`src/rtl/fetch_pkg.sv`:
```
// Shared types and default constants for the instruction fetch unit.
package fetch_pkg;

    typedef enum logic [2:0] {
        IDLE,
        REQ,
        WAIT,
        VALID,
        FLUSH,
        HALTED
    } fetch_state_t;

    localparam int unsigned DEF_ADDR_W      = 8;
    localparam int unsigned DEF_DATA_W      = 8;
    localparam int unsigned DEF_NBYTES      = 3;
    localparam int unsigned DEF_RESET_PC    = 0;
    localparam logic [7:0]  DEF_HALT_OPCODE = 8'hFF;

    // Width of the byte-slot counter; a single-byte instruction still gets one bit.
    function automatic int unsigned cnt_width(input int unsigned n);
        return (n > 1) ? $clog2(n) : 1;
    endfunction

endpackage

```
`src/rtl/fetch_pc_counter.sv`:
```
// Program counter: loads a branch target or advances by one instruction length.
module fetch_pc_counter #(
    parameter int unsigned        ADDR_W   = 8,
    parameter int unsigned        NBYTES   = 3,
    parameter logic [ADDR_W-1:0]  RESET_PC = '0
) (
    input  logic              clk,
    input  logic              rst_n,
    input  logic              load,
    input  logic [ADDR_W-1:0] load_val,
    input  logic              advance,
    output logic [ADDR_W-1:0] pc
);

    localparam logic [ADDR_W-1:0] STEP = ADDR_W'(NBYTES);

    // Branch load wins over advance; the add wraps modulo 2^ADDR_W.
    always_ff @(posedge clk or negedge rst_n) begin
        if (!rst_n) begin
            pc <= RESET_PC;
        end else if (load) begin
            pc <= load_val;
        end else if (advance) begin
            pc <= pc + STEP;
        end
    end

endmodule

```
`src/rtl/instr_fetch_unit.sv`:
```
// Instruction fetch unit: requests NBYTES bytes one at a time from byte-wide
// memory, assembles them into inst_reg and hands the instruction to control.
module instr_fetch_unit
    import fetch_pkg::*;
#(
    parameter int unsigned       ADDR_W      = DEF_ADDR_W,
    parameter int unsigned       DATA_W      = DEF_DATA_W,
    parameter int unsigned       NBYTES      = DEF_NBYTES,
    parameter logic [ADDR_W-1:0] RESET_PC    = ADDR_W'(DEF_RESET_PC),
    parameter logic [DATA_W-1:0] HALT_OPCODE = DATA_W'(DEF_HALT_OPCODE)
) (
    input  logic                     clk,
    input  logic                     rst_n,
    input  logic                     stall,
    output logic                     mem_req,
    output logic [ADDR_W-1:0]        mem_addr,
    input  logic                     mem_valid,
    input  logic [DATA_W-1:0]        mem_rdata,
    output logic                     inst_valid,
    input  logic                     inst_ready,
    output logic [NBYTES*DATA_W-1:0] inst_reg,
    output logic [ADDR_W-1:0]        pc,
    input  logic                     branch_en,
    input  logic [ADDR_W-1:0]        branch_addr,
    output logic                     halted
);

    localparam int unsigned      CNT_W     = cnt_width(NBYTES);
    localparam logic [CNT_W-1:0] LAST_BYTE = CNT_W'(NBYTES - 1);

    fetch_state_t      state;
    logic [CNT_W-1:0]  byte_cnt;
    logic [DATA_W-1:0] opcode;
    logic              pc_advance;
    logic              byte_wr;

    assign opcode     = inst_reg[NBYTES*DATA_W-1 -: DATA_W];
    assign mem_req    = (state == REQ) && !stall;
    assign inst_valid = (state == VALID);
    assign halted     = (state == HALTED);
    assign mem_addr   = pc + ADDR_W'(byte_cnt);
    assign pc_advance = (state == VALID) && inst_ready;
    assign byte_wr    = (state == WAIT) && mem_valid && !branch_en;

    fetch_pc_counter #(
        .ADDR_W   (ADDR_W),
        .NBYTES   (NBYTES),
        .RESET_PC (RESET_PC)
    ) u_pc (
        .clk      (clk),
        .rst_n    (rst_n),
        .load     (branch_en),
        .load_val (branch_addr),
        .advance  (pc_advance),
        .pc       (pc)
    );

    // Fetch sequencing; a branch overrides whatever the current state would do.
    always_ff @(posedge clk or negedge rst_n) begin
        if (!rst_n) begin
            state    <= IDLE;
            byte_cnt <= '0;
        end else if (branch_en) begin
            byte_cnt <= '0;
            unique case (state)
                // A request still in flight must drain before fetching anew.
                // In REQ the request goes out this very cycle unless stalled.
                // A branch in FLUSH coinciding with the awaited mem_valid has
                // nothing left to drain, so it moves on instead of waiting forever.
                REQ:     state <= stall ? REQ : FLUSH;
                WAIT:    state <= mem_valid ? REQ : FLUSH;
                FLUSH:   state <= mem_valid ? REQ : FLUSH;
                default: state <= REQ;
            endcase
        end else begin
            unique case (state)
                IDLE:    state <= REQ;
                REQ:     if (!stall) state <= WAIT;
                WAIT: begin
                    if (mem_valid) begin
                        if (byte_cnt == LAST_BYTE) begin
                            byte_cnt <= '0;
                            state    <= VALID;
                        end else begin
                            byte_cnt <= byte_cnt + CNT_W'(1);
                            state    <= REQ;
                        end
                    end
                end
                VALID:   if (inst_ready) state <= (opcode == HALT_OPCODE) ? HALTED : REQ;
                FLUSH:   if (mem_valid) state <= REQ;
                HALTED:  state <= HALTED;
                default: state <= IDLE;
            endcase
        end
    end

    // Drop each returned byte into its slot; byte 0 lands in the MSBs.
    always_ff @(posedge clk or negedge rst_n) begin
        if (!rst_n) begin
            inst_reg <= '0;
        end else if (byte_wr) begin
            inst_reg[(NBYTES - 1 - int'(byte_cnt))*DATA_W +: DATA_W] <= mem_rdata;
        end
    end

endmodule

```
`config.mk`:
```
export PLATFORM = sky130hd
export DESIGN_NAME = instr_fetch_unit
export DESIGN_NICKNAME = d
export VERILOG_FILES = /design/src/rtl/fetch_pkg.sv /design/src/rtl/fetch_pc_counter.sv /design/src/rtl/instr_fetch_unit.sv
export SDC_FILE = /design/constraint.sdc
export NUM_CORES = 1
export LEC_CHECK = 0
export ABC_AREA = 1
export BUFFER_PORTS_ARGS = -buffer_cell sky130_fd_sc_hd__buf_2
export CAP_MARGIN = 25
export CELL_PAD_IN_SITES_DETAIL_PLACEMENT = 1
export CELL_PAD_IN_SITES_GLOBAL_PLACEMENT = 2
export CORE_MARGIN = 2
export CORE_UTILIZATION = 28
export CTS_BUF_LIST = sky130_fd_sc_hd__clkbuf_8 sky130_fd_sc_hd__clkbuf_16
export CTS_CLUSTER_DIAMETER = 50
export CTS_CLUSTER_SIZE = 25
export DETAILED_ROUTE_END_ITERATION = 10
export HOLD_SLACK_MARGIN = 0.12
export PLACE_DENSITY = 0.88
export SYNTH_ARGS = -nofsm -noshare
export SYNTH_HDL_FRONTEND = slang
export SYNTH_SLANG_ARGS = --single-unit
```
`constraint.sdc`:
```
create_clock -name clk -period 2.3 [get_ports clk]
set_input_delay 0.46 -clock clk [delete_from_list [all_inputs] [get_ports clk]]
set_output_delay 0.46 -clock clk [all_outputs]
set_load 0.02 [all_outputs]
```
==> results.cfg <==
[worst_setup_path]
critPathKind = reg2out
r2r-start = byte_cnt[0]
crit_fanout = 2
slowest_stage = dfrtp_1
critPathLaunch = u_pc.pc[0]
slowest_delay_ns = 0.40
cp.required_ns = 1.84
critical_path_buf_inv_count = 2
crit_chain = ha_4, inv_2, fa_2, nor2_4, nand2_2, xor2_1, buf_4
start_kind = flop
worstPathArrival_ns = 1.75
path_delay_family = adder cells
worstSetupEndpointType = output pin

[synth]
synth-seq-cells = 37
synth_compound_area_frac = 0.0939
yosys.area_share.simple = 0.318
synthMuxAreaShare = 0
yosys_warnings = 0
yosysTopAreaCell = dfrtp_1
synth_top_cell_area_share = 0.419
synth_top_family_by_area = simple AND/OR/NAND/NOR gates
syn_inst = 289
syn_area_um2 = 2210
yosysUniqueCellTypes = 29
synth_nets = 320
yosys-top-cells-area = dfrtp_1 42%, nand2_1 13%, nand3_1 8.4%, inv_1 5.8%, ha_1 4.5%
ys_seq_area_frac = 0.419
synth_xor_area_frac = 0.0311
synthAdderAreaFrac = 0.0543
avgSynthCellArea_um2 = 7.65

[run]
maxCapViolations = 0

[die]
chipHeight_um = 92.9
row_count = 32
die_w_um = 92.9
start_util = 0.288
pin_count = 65
core-area_um2 = 7690
dieArea_um2 = 8630

[layout]
fin_nets = 397
syn_to_final_growth_pct = 29.6
antenna_cells = 0
drive_gt1_frac = 0.294
largest_register_ff_count = 24

[global_route]
grt_overflow = 0
antenna_found_initial = 0
grt_pass1_wl_um = 11000
grt_max_degree = 38
track_usage = 0.157
grt_pass1_vias = 2400

[timing]
max_freq_mhz = 452
tightestPinTransition_ns = 0.863
setup_violations = 0
slew_headroom = 0.425
fin_crit_ns = 2.21
clock_skew_ns = 0.00363
rsz0062_at_grt = yes
tns_ns = 0
finalHoldViolCount = 0
timing.final.crit_share = 0.962
slew_violations = 0

[power]
p_seq_frac = 0.353
pwr-share-comb = 0.425
power.internal_mw = 1.54
power_density_nw_per_um2 = 938
switchingPower_mw = 1.15
switching_share = 0.427
p_leak_nw = 1.60
power.total_mw = 2.69
clockPowerShare = 0.222
peakVddDrop_mv = 0.323

[route]
ant_nets = 0
drt_wl_total_um = 6370
drc = 0
viasPerCell = 4.62
wl_per_cell_um = 13.6
vias = 2166
firstDrtPassIters = 4
drt_iter0_drc = 38

[cts]
cts_tree = yes
clock_latency_ns = 0.28
clock_path_buffers = 2
cts_htree_levels = 2
cts_buffers = 5
cts.clk_slew.worst_paths_ns = 0.08
clock_sinks = 37
cts.root.buffer_cell = clkbuf_8

[outcome]
status = complete, no violations

[placed_design]
hpwlAfterDp_um = 4890
numPortBuffers = 64
gp_routability_congestion = 0.809

[worst_hold_path]
min_path_type = in2async
## stage by stage
stage,worst slack (ns),area [um2],hold slack [ns],util,instances
after global routing,-0.0178,2870,0.348,0.373,469
final,0.0868,2870,0.283,0.373,469
after detailed placement,0.226,2650,0.487,0.344,453
after CTS,0.0123,2810,0.307,0.365,466
after global placement,0.254,2650,0.473,0.344,453
after floorplan,0.136,2210,0.164,-,289
## final timing paths
| path | to | slack (ns) | cells after the start |
|---|---|---|---|
| worst min-delay path | inst_reg[19] | 0.28 | 1 |
| max in group asynchronous | byte_cnt[0] | 1.48 | 1 |
| worst max-delay path | mem_addr[6] | 0.09 | 7 |
| worst max register to register | inst_reg[7] | 0.29 | 9 |
| worst min register to register | inst_reg[9] | 0.50 | 2 |
| min in group clk | inst_reg[3] | 0.42 | 3 |
## metal layers
| metal | vias up | share of wire | global-route usage |
|---|---|---|---|
| met5 | - | 0 | 0 |
| met2 | 54 | 0.50 | 0.289 |
| met3 | 3 | 0.048 | 0.0325 |
| li1 | 1072 | - | - |
| met4 | 0 | 0.0022 | 0.0282 |
| met1 | 1037 | 0.45 | 0.190 |
## timing repair
action / in CTS / in global routing
gates resized for setup: 1 / 12
endpoints found under the setup margin: 2 / 5
buffers inserted: 5 / 3
hold buffers: 0 / 0
pin swaps: 1 / 2
## layout by cell type, fill, tap and decap left out, drive strengths merged
cell,instances
bufinv,1
a31oi,1
ha,8
nor2,30
o211ai,2
buf,75
dfrtp,37
xor2,6
o21ai,27
clkbuf,6
or2,1
o22ai,2
inv,39
xnor2,1
clkinvlp,1
fa,1
nand3,39
a21oi,7
nand2,80
nor3,3
## final cells by class
| type | count | area [um2] |
|---|---|---|
| clock buffer | 6 | 82.6 |
| sequential | 37 | 926 |
| clock inverter | 2 | 37.5 |
| inverter | 39 | 149 |
| timing repair buffer | 75 | 413 |
| fill | 1020 | 4820 |
| multi-input combinational | 208 | 1130 |
| tap | 102 | 128 |
## cells in the mapped netlist (all sizes together)
cell and number:
a21oi 7, a31oi 1, buf 5, dfrtp 37, fa 1, ha 8
inv 39, nand2 80, nand3 39, nor2 30, nor3 3, o211ai 2
o21ai 27, o22ai 2, or2 1, xnor2 1, xor2 6
## power groups by stage
stage	clock [mW]	combinational, mW	sequential [mW]
after detailed placement	0	1.09	0.967
after global placement	0	1.06	0.962
after CTS	0.617	1.13	0.949
after global routing	0.643	1.30	0.974
final	0.597	1.14	0.949
after floorplan	0	0.598	1.06
## cell families (layout without fill, tap and decap cells)
| family | count (synthesis) | in the layout |
|---|---|---|
| adder cells (fa/ha/maj) | 9 | 9 |
| AND/OR/NAND/NOR | 153 | 153 |
| flip-flops | 37 | 37 |
| buffers and inverters | 44 | 122 |
| AO/OA/AOI/OAI | 39 | 39 |
| XOR/XNOR | 7 | 7 |
No activity file was read; power rests on OpenSTA's default activity.
